File: config.mk
export PLATFORM = sky130hd
export DESIGN_NAME = scp_run_ctrl
export DESIGN_NICKNAME = d
export VERILOG_FILES = /design/src/rtl/scp_run_ctrl.sv
export SDC_FILE = /design/constraint.sdc
export NUM_CORES = 1
export LEC_CHECK = 0
export CAP_MARGIN = 10
export CORE_ASPECT_RATIO = 1.5
export CORE_MARGIN = 5
export CORE_UTILIZATION = 50
export CTS_CLUSTER_SIZE = 12
export DETAILED_ROUTE_END_ITERATION = 10
export DONT_BUFFER_PORTS = 1
export PLACE_DENSITY_LB_ADDON = 0.12
export SLEW_MARGIN = 20
export SYNTH_ARGS = -nofsm -noshare
export SYNTH_HDL_FRONTEND = slang
export SYNTH_SLANG_ARGS = --single-unit
File: constraint.sdc
create_clock -name clk_i -period 2.1 [get_ports clk_i]
set_input_delay 0.525 -clock clk_i [delete_from_list [all_inputs] [get_ports clk_i]]
set_output_delay 0.525 -clock clk_i [all_outputs]
set_load 0.02 [all_outputs]
File: src/rtl/scp_run_ctrl.sv
// Reset/run sequencer and run monitor for the single-cycle core: holds it in reset, runs it
// for a bounded number of cycles, and reports halt/timeout statistics. Optional: SCP_RUN_SIG_EN.
module scp_run_ctrl #(
    parameter int              XLEN       = 32,
    parameter int              CNT_W      = 16,
    parameter int              RST_CYCLES = 4,
    parameter int              MAX_CYCLES = 200,
    parameter logic [XLEN-1:0] HALT_INSTR = 32'h0000006F
) (
    input  logic             clk_i,
    input  logic             rst_i,
    input  logic             start_i,
    input  logic             retire_i,
    input  logic [XLEN-1:0]  pc_i,
    input  logic [XLEN-1:0]  instr_i,
    output logic             core_rst_n_o,
    output logic             busy_o,
    output logic             done_o,
    output logic             timeout_o,
    output logic [XLEN-1:0]  halt_pc_o,
    output logic [CNT_W-1:0] cycle_cnt_o,
    output logic [CNT_W-1:0] instr_cnt_o,
    output logic [XLEN-1:0]  sig_o
);

    typedef enum logic [1:0] {
        S_IDLE,
        S_RESET,
        S_RUN,
        S_DONE
    } state_t;

    localparam int               RC_W     = (RST_CYCLES > 1) ? $clog2(RST_CYCLES) : 1;
    localparam logic [RC_W-1:0]  RC_INIT  = RC_W'(RST_CYCLES - 1);
    localparam logic [CNT_W-1:0] CYC_LAST = CNT_W'(MAX_CYCLES - 1);

    state_t           r_state;
    state_t           w_nextState;
    logic [RC_W-1:0]  r_rstCnt;
    logic             r_coreRstN;
    logic             r_busy;
    logic             r_done;
    logic             r_timeout;
    logic [XLEN-1:0]  r_haltPc;
    logic [CNT_W-1:0] r_cycleCnt;
    logic [CNT_W-1:0] r_instrCnt;
    logic             w_halt;
    logic             w_budgetOut;
    logic             w_launch;

    function automatic logic [CNT_W-1:0] satInc(input logic [CNT_W-1:0] v);
        return (&v) ? v : v + CNT_W'(1);
    endfunction

    always_comb begin
        w_nextState = r_state;
        w_halt      = retire_i && (instr_i == HALT_INSTR);
        w_budgetOut = (r_cycleCnt == CYC_LAST);
        w_launch    = 1'b0;
        case (r_state)
            S_IDLE, S_DONE: begin
                if (start_i) begin
                    w_nextState = S_RESET;
                    w_launch    = 1'b1;
                end
            end
            S_RESET: begin
                if (r_rstCnt == '0) w_nextState = S_RUN;
            end
            S_RUN: begin
                if (w_halt || w_budgetOut) w_nextState = S_DONE;
            end
            default: w_nextState = S_IDLE;
        endcase
    end

    // Status flags are decoded from the next state so every output comes straight from a flop.
    always_ff @(posedge clk_i) begin
        if (rst_i) begin
            r_state    <= S_IDLE;
            r_rstCnt   <= '0;
            r_coreRstN <= 1'b0;
            r_busy     <= 1'b0;
            r_done     <= 1'b0;
            r_timeout  <= 1'b0;
            r_haltPc   <= '0;
            r_cycleCnt <= '0;
            r_instrCnt <= '0;
        end else begin
            r_state    <= w_nextState;
            r_coreRstN <= (w_nextState == S_RUN);
            r_busy     <= (w_nextState == S_RESET) || (w_nextState == S_RUN);
            r_done     <= (w_nextState == S_DONE);
            if (w_launch) begin
                r_rstCnt   <= RC_INIT;
                r_timeout  <= 1'b0;
                r_haltPc   <= '0;
                r_cycleCnt <= '0;
                r_instrCnt <= '0;
            end else if (r_state == S_RESET) begin
                if (r_rstCnt != '0) r_rstCnt <= r_rstCnt - RC_W'(1);
            end else if (r_state == S_RUN) begin
                r_cycleCnt <= satInc(r_cycleCnt);
                if (retire_i) r_instrCnt <= satInc(r_instrCnt);
                if (w_halt) begin
                    r_haltPc  <= pc_i;
                    r_timeout <= 1'b0;
                end else if (w_budgetOut) begin
                    r_timeout <= 1'b1;
                end
            end
        end
    end

`ifdef SCP_RUN_SIG_EN
    logic [XLEN-1:0] r_sig;

    // Rotate-left-and-xor fold of every PC retired during RUN.
    always_ff @(posedge clk_i) begin
        if (rst_i) begin
            r_sig <= '0;
        end else if (w_launch) begin
            r_sig <= '0;
        end else if ((r_state == S_RUN) && retire_i) begin
            r_sig <= {r_sig[XLEN-2:0], r_sig[XLEN-1]} ^ pc_i;
        end
    end

    assign sig_o = r_sig;
`else
    assign sig_o = '0;
`endif

    assign core_rst_n_o = r_coreRstN;
    assign busy_o       = r_busy;
    assign done_o       = r_done;
    assign timeout_o    = r_timeout;
    assign halt_pc_o    = r_haltPc;
    assign cycle_cnt_o  = r_cycleCnt;
    assign instr_cnt_o  = r_instrCnt;

endmodule
======== After elaboration in Yosys (flattened, before gate mapping) ========
Index checks and enable logic that the tools add are counted.
operators by class
  add/subtract/negate cells ............... 3
  multipliers ............................. 0
  divide/modulo/power cells ............... 0
  $lt $le $gt $ge ......................... 0
  equality and inequality tests ........... 8
  shift operators ......................... 0
  mux-type cells .......................... 11
  bitwise operators ....................... 3
  reductions and logical operators ........ 18
operators with widths
  kind                                                                    count
  16-bit by 1-bit adder with 16-bit output, second input constant         2
  32-bit by 7-bit equality test with 1-bit output, second input constant  1
  16-bit AND reduction                                                    2
  16-bit by 8-bit equality test with 1-bit output, second input constant  1
  2-bit 2-to-1 mux                                                        6
  3-bit AND reduction                                                     3
  2-bit equality test, second input constant                              4
  2-bit nonzero test                                                      4
  2-bit one-hot mux with 3 select lines                                   1
  2-bit by 1-bit equality test with 1-bit output, second input constant   2
  2-bit logical NOT                                                       2
  1-bit 2-to-1 mux                                                        4
  4-bit AND reduction                                                     1
  2-bit OR reduction                                                      2
  1-bit NOT                                                               3
  1-bit logical OR                                                        2
  2-bit AND reduction                                                     1
  2-bit by 1-bit subtractor with 2-bit output, second input constant      1
  1-bit logical AND                                                       1
word-level totals
  register bits ........................... 72
  bits in latches ......................... 0
  memory bits (writable) .................. 0
  memory bits (read-only) ................. 0
  output and inout port bits .............. 100
  logic and storage cells ................. 52
  memories kept ........................... 0

======== Depth between registers and ports, before layout ========
Gate-level depths: netlist of run 1.
  depth in word-level cells ............... 7
  depth in mapped cells ................... 8
  gate-level depth less buffers ........... 8

======== Worst setup path before layout of run 1 ========
OpenSTA, ideal clock, no wires.
  kind .................................... reg-to-reg
  from .................................... reg r_state[1]
  to ...................................... reg r_cycleCnt[11], in the netlist cycle_cnt_o[11]
  arrival time ............................ 1.951 ns
  data required time ...................... 2.030 ns
  setup slack ............................. 0.078 ns
  stages on the path, launching flop included .. 9
  path buffers ............................ 2
  period minus slack after synthesis ...... 2.022 ns
  cell sequence ........................... dfxtp_1 inv_1 ha_1 nand2b_1 buf_6 or3_4 buf_6 or4_1 a21oi_1
on the way
  cells in the longest elaborated chain, start to end .. 4
  elaborated cells on any way between the ends .. 9
  those cells by class .................... eq/ne: 3; mux: 1; bitwise: 1; reduce/logical: 4
ends and longest elaborated chain
  element                                                          RTL line  RTL
  from (decl)                                                      37        state_t r_state;
  from (signal assigned)                                           90        r_state <= w_nextState;
  2-bit equality test / 2-bit logical NOT (equally long branches)  60        case (r_state)
  2-bit OR reduction                                               60
  1-bit 2-to-1 mux                                                 60
  2-bit OR reduction (no line)                                     n/a
  to (signal assigned)                                             103       r_cycleCnt <= satInc(r_cycleCnt);
  to (decl)                                                        45        logic [CNT_W-1:0] r_cycleCnt;
Several ways; a longest one is shown, not always the timed one.
A chain may end at the register's enable or synchronous reset.

======== Final worst setup path of run 1 ========
Same ends and word-level chain as after synthesis.

==> results of run 1 <==
flip-flops by register name (all words and copies together), names as in the netlist:
| register | cells |
|---|---|
| r_rstCnt | 2 |
| cycle_cnt_o | 16 |
| r_state | 2 |
| instr_cnt_o | 16 |
| core_rst_n_o | 1 |
| busy_o | 1 |
| timeout_o | 1 |
| halt_pc_o | 32 |
| done_o | 1 |
per-layer routing:
metal  vias up  global-route usage  wire (um)
li1       1558                   -          -
met1      1482               0.231       3540
met2       124               0.326       4580
met3        23              0.0795        821
met4         0               0.104        305
met5         -                   0          0
worst min path at each step:
stage,end,slack (ps),cells after the start
4_1_cts,busy_o$_SDFF_PP0_,220,1
5_1_grt,busy_o$_SDFF_PP0_,210,1
2_1_floorplan,r_rstCnt[0]$_SDFFE_PP0P_,530,2
3_3_place_gp,cycle_cnt_o[6]$_SDFFE_PP0P_,510,2
3_5_place_dp,cycle_cnt_o[6]$_SDFFE_PP0P_,520,2
6_report,busy_o$_SDFF_PP0_,240,1
critical path: stages (launching register included):
cell and delay [ps]:
dfxtp_1 380, inv_1 60, ha_1 210, nand2b_1 180
or3_4 440, or4_1 470, a21oi_1 140
cells in the final DEF, fill, tap and decap left out, drive strengths merged, types with 9 or more instances in the layout:
master	instances
nand2	92
dfxtp	72
mux2i	41
buf	35
conb	32
a21oi	23
nand4	17
nand3	13
o21ai	12
clkbuf	11
nand2b	10
inv	9
nor4	9
final cells by class:
cell class,instances,area share
multi-input cells,334,0.496
repair buffers,35,0.0723
clock inverters,3,0.0102
flip-flops and latches,72,0.347
clock buffers,11,0.0364
well taps,100,0.0301
inverters,9,0.00813
logic make-up (layout without fill, tap and decap cells):
logic type	Yosys count	in the layout	synth area share
AO/OA/AOI/OAI	68	68	0.124
XOR/XNOR	1	1	0.00233
adder cells (fa/ha/maj)	6	6	0.0199
buffers and inverters	65	58	0.105
flip-flops	72	72	0.383
multiplexers	41	41	0.109
other	1	32	0.000995
AND/OR/NAND/NOR	186	186	0.257
stage by stage:
stage / util / hold slack [ps] / area [um^2]
floorplan: - / 529 / 3880
finish: 0.571 / 241 / 4150
detailed placement: 0.544 / 521 / 3960
global placement: 0.544 / 511 / 3960
global route: 0.571 / 205 / 4150
CTS: 0.571 / 216 / 4150
power groups by stage:
stage | Combinational [mW] | Sequential, mW | Clock [mW]
6_report | 0.288 | 1.40 | 1.09
5_1_grt | 0.323 | 1.40 | 1.19
4_1_cts | 0.288 | 1.40 | 1.13
3_5_place_dp | 0.287 | 1.43 | 0
3_3_place_gp | 0.281 | 1.43 | 0
2_1_floorplan | 0.267 | 1.43 | 0
==> flow_metrics.tcl, run 1 <==
set metrics [dict create \
    status "complete, no violations" \
    synthArstFlopShare 0 \
    grt_pass1_vias 3042 \
    finalHoldViolations 0 \
    worst-path-max-fanout 9 \
    avgSynthCellArea_um2 8.56 \
    crit_required_ps 2380 \
    reg2reg_from "r_state[1]$_SDFF_PP0_" \
    io_buffers 0 \
    slew_violations 0 \
    rsz0062_at_grt "no" \
    ys_seq_elements 72 \
    reg2reg_slack_ps 160 \
    syn-cell-area_um2 3770 \
    setup_tns_ps 0 \
    synth_flop_cell "dfxtp_1" \
    power_frac_comb 0.104 \
    max-slew-margin-rel 0.606 \
    h-tree-depth 3 \
    fin_cells 564 \
    finalCriticalPeriod_ps 1940 \
    grt_usage 0.203 \
    yosysMostFrequentCell "nand2_1" \
    clockRootBuffer "clkbuf_8" \
    seqCellArea_um2 1440 \
    maxCapViolations 0 \
    power_frac_seq 0.503 \
    gr-total-overflow 0 \
    worst_setup_path_start_kind "flop" \
    power_mw 2.78 \
    synth_top_area_frac 0.383 \
    cts.sink_count 72 \
    syn2layout_area_growth_pct 10.3 \
    power.net_switching_mw 0.710 \
    hp-start "rst_i" \
    pre_cts_slack_ps 88.6 \
    drt_iter0_markers 287 \
    syn-instance-count 440 \
    row_count 38 \
    yosys-top-cells-count "nand2_1, dfxtp_1, mux2i_1, buf_4, a21oi_1" \
    cts_buffers 9 \
    gp_congestion 0.821 \
    grt_max_degree 51 \
    clk_pin_slew_worst_paths_ps 70 \
    start_util 0.518 \
    yosysSeqAreaShare 0.383 \
    n_fill_cell 698 \
    cts_setup_buffers 0 \
    ys_types 51 \
    rr_worst_depth 6 \
    synth_area_leaders "dfxtp_1, mux2i_1, nand2_1, buf_4, a21oi_1" \
    viasPerCell 5.65 \
    yosys.area.top_type "dfxtp_1" \
    r2r-end "cycle_cnt_o[11]$_SDFFE_PP0P_" \
    worst_slack_ps 157 \
    die_area_um2 9410 \
    num_vias 3187 \
    swShare 0.255 \
    fin_worst_skew_ps 5.84 \
    dieWidth_um 80.9 \
    wl_um 9250 \
    clock.fmax_mhz 515 \
    synth_warnings 0 \
    diodes 0 \
    antenna_found_initial 0 \
    dp.cells 550 \
    setup_viol_count_final 0 \
    avgRoutedWirePerCell_um 16.4 \
    cts_tree "done" \
    p_int_mw 2.07 \
    ir_drop_v 0.000549 \
    endpoint_kind "flop" \
    hpwl_um 7110 \
    critPathLaunch "r_state[1]$_SDFF_PP0_" \
    clockBufferDepth 2 \
    final_antenna_net_count 0 \
    core_um2 7270 \
    worst_pin_slew_ps 576 \
    fin_nets 535 \
    total_leakage_power_nw 1.49 \
    ctsResizeCount 0 \
    crit_arrival_ps 2220 \
    multi_input_area_um2 2060 \
    first_pass_iters 4 \
    synth_edf_count 0 \
    ctsHoldBuffers 0 \
    pin_count 168 \
    finalCritPeriodShare 0.925 \
    worstSetupPathType "reg2reg" \
    pwr-share-clk 0.393 \
    grt_pass1_wl_um 14900 \
    drc 0 \
    clkLatencyLatePin_ps 340 \
    crit_end "cycle_cnt_o[11]$_SDFFE_PP0P_" \
    drive_gt1_frac 0.119 \
    p_per_area_nw_per_um2 669 \
    hold_path_class "in2reg" \
    die_h_um 116 \
]
Power figures use the tool's default switching activity.
==> run 2, diff against run 1 <==
Settings changed: ABC_CLOCK_PERIOD_IN_PS set to 2100, CAP_MARGIN 10 to unset, TNS_END_PERCENT set to 5.
==> results of run 2 <==
No change in the layout: final DEF, timing and power equal those of run 1.
==> run 3, diff against run 2 <==
==> constraint.sdc (replaced) <==
create_clock -name clk_i -period 2.1 [get_ports clk_i]
set_input_delay 0.42 -clock clk_i [delete_from_list [all_inputs] [get_ports clk_i]]
set_output_delay 0.42 -clock clk_i [all_outputs]
set_load 0.02 [all_outputs]
==> flow_metrics.tcl, run 3 (synthesized netlist as in run 1, its figures left out) <==
set metrics [dict create \
    status "complete, no violations" \
    die_area_um2 9410 \
    slowest_delay_ps 480 \
    endpoint_kind "flop" \
    rr_worst_depth 6 \
    grt_pass1_vias 3002 \
    fin_worst_skew_ps 8.50 \
    h-tree-depth 3 \
    syn2layout_area_growth_pct 10.9 \
    clk_pin_slew_worst_paths_ps 70 \
    hold_path_class "in2reg" \
    start_util 0.518 \
    clkLatencyLatePin_ps 350 \
    fin_nets 533 \
    setup_viol_count_final 0 \
    core_um2 7270 \
    cts_buffers 9 \
    worst-path-max-fanout 9 \
    layout_commonest_cell "nand2_1" \
    drt_iter0_markers 244 \
    total_leakage_power_nw 1.49 \
    clock.fmax_mhz 509 \
    grt_usage 0.197 \
    gr-total-overflow 0 \
    p_per_area_nw_per_um2 704 \
    final_cell_mix "nand2_1, dfxtp_1, mux2i_1, conb_1, buf_4" \
    drc 0 \
    finalCritPeriodShare 0.935 \
    first_pass_iters 4 \
    power_mw 2.94 \
    ir_drop_v 0.000431 \
    path_cells "inv_1 -> ha_1 -> nand2b_1 -> or3_4 -> or4_1 -> a21oi_1" \
    met3RoutedLength_um 737 \
    crit_arrival_ps 2250 \
    cp_slowest_cell "or4_1" \
    viasPerCell 5.57 \
    reg2reg_slack_ps 140 \
    hpwl_um 6920 \
    worst_setup_path_start_kind "flop" \
    cts_tree "done" \
    worstSetupPathType "reg2reg" \
    hold_depth 1 \
    grt_max_degree 51 \
    clockBufferDepth 2 \
    placed_cell_area_um2 3930 \
    maxCapViolations 0 \
    wl_um 9100 \
    setup_tns_ps 0 \
    reg2reg_from "r_state[1]$_SDFF_PP0_" \
    hold_ws_ps 128 \
    highest_layer "met4" \
    drt-met1-wl_um 3590 \
    gp_congestion 0.826 \
    pin_count 168 \
    avgRoutedWirePerCell_um 16.1 \
    hp-start "rst_i" \
    min_to "busy_o$_SDFF_PP0_" \
    met2_length_um 4560 \
    row_count 38 \
    max-slew-margin-rel 0.637 \
    clockRootBuffer "clkbuf_8" \
    crit_required_ps 2390 \
    io_buffers 0 \
    final_area_um2 4180 \
    final_antenna_net_count 0 \
    die_h_um 116 \
    finalCriticalPeriod_ps 1960 \
    antenna_found_initial 0 \
    diodes 0 \
    r2r-end "cycle_cnt_o[11]$_SDFFE_PP0P_" \
    num_vias 3144 \
    cts.sink_count 72 \
    drive_gt1_frac 0.121 \
    worst_pin_slew_ps 531 \
    finalHoldViolations 0 \
    largest_reg_flops 32 \
    grt_pass1_wl_um 14600 \
    rsz0062_at_grt "no" \
    dieWidth_um 80.9 \
    slew_violations 0 \
    n_fill_cell 677 \
]
-- run 3: layout make-up --
cell class | count | area, um^2 | area share
inverter | 9 | 33.8 | 0.00809
sequential | 72 | 1440 | 0.345
clock buffer | 11 | 151 | 0.0362
tap | 100 | 125 | 0.0299
multi-input combinational | 334 | 2060 | 0.494
timing repair buffer | 33 | 285 | 0.0683
clock inverter | 5 | 78.8 | 0.0189
-- run 3: routing by layer --
metal,vias up,GRT usage
li1,1554,-
met1,1447,0.233
met2,125,0.326
met3,18,0.0548
met4,0,0.0947
met5,-,0
-- run 3: per-stage QoR --
step,util,worst slack (ps),instances
after floorplan,-,78.2,471
after global placement,0.540,143,546
after detailed placement,0.540,115,546
after CTS,0.572,127,562
after global routing,0.574,9.17,564
final,0.574,136,564
-- run 3: worst max path at each step --
stage | depth (start not counted) | endpoint | startpoint | slack (ps)
floorplan | 8 | cycle_cnt_o[11]$_SDFFE_PP0P_ | r_state[1]$_SDFF_PP0_ | 80
global placement | 6 | busy_o$_SDFF_PP0_ | instr_i[23] | 140
detailed placement | 6 | busy_o$_SDFF_PP0_ | instr_i[7] | 110
CTS | 6 | cycle_cnt_o[11]$_SDFFE_PP0P_ | r_state[1]$_SDFF_PP0_ | 130
global route | 6 | cycle_cnt_o[11]$_SDFFE_PP0P_ | r_state[1]$_SDFF_PP0_ | 9
finish | 6 | cycle_cnt_o[11]$_SDFFE_PP0P_ | r_state[1]$_SDFF_PP0_ | 140
-- run 3: timing repair --
item                       CTS  global route
gates resized for setup      0             1
setup endpoints to repair    0             3
setup buffers                0             2
hold buffers                 0             0
-- run 3: critical path, delay by kind of cell, from the launching register on --
kind | cells | cell delay, ps
adder cells (fa/ha/maj) | 1 | 210
buffers and inverters | 1 | 60
flip-flops | 1 | 380
AND/OR/NAND/NOR | 3 | 1120
AO/OA/AOI/OAI | 1 | 140
-- run 3: power by group --
| part | internal [mW] | switching [mW] | leakage (nW) | total (mW) |
|---|---|---|---|---|
| clock | 0.731 | 0.524 | 0.119 | 1.26 |
| combinational | 0.0900 | 0.196 | 0.793 | 0.286 |
| sequential | 1.38 | 0.0179 | 0.581 | 1.40 |
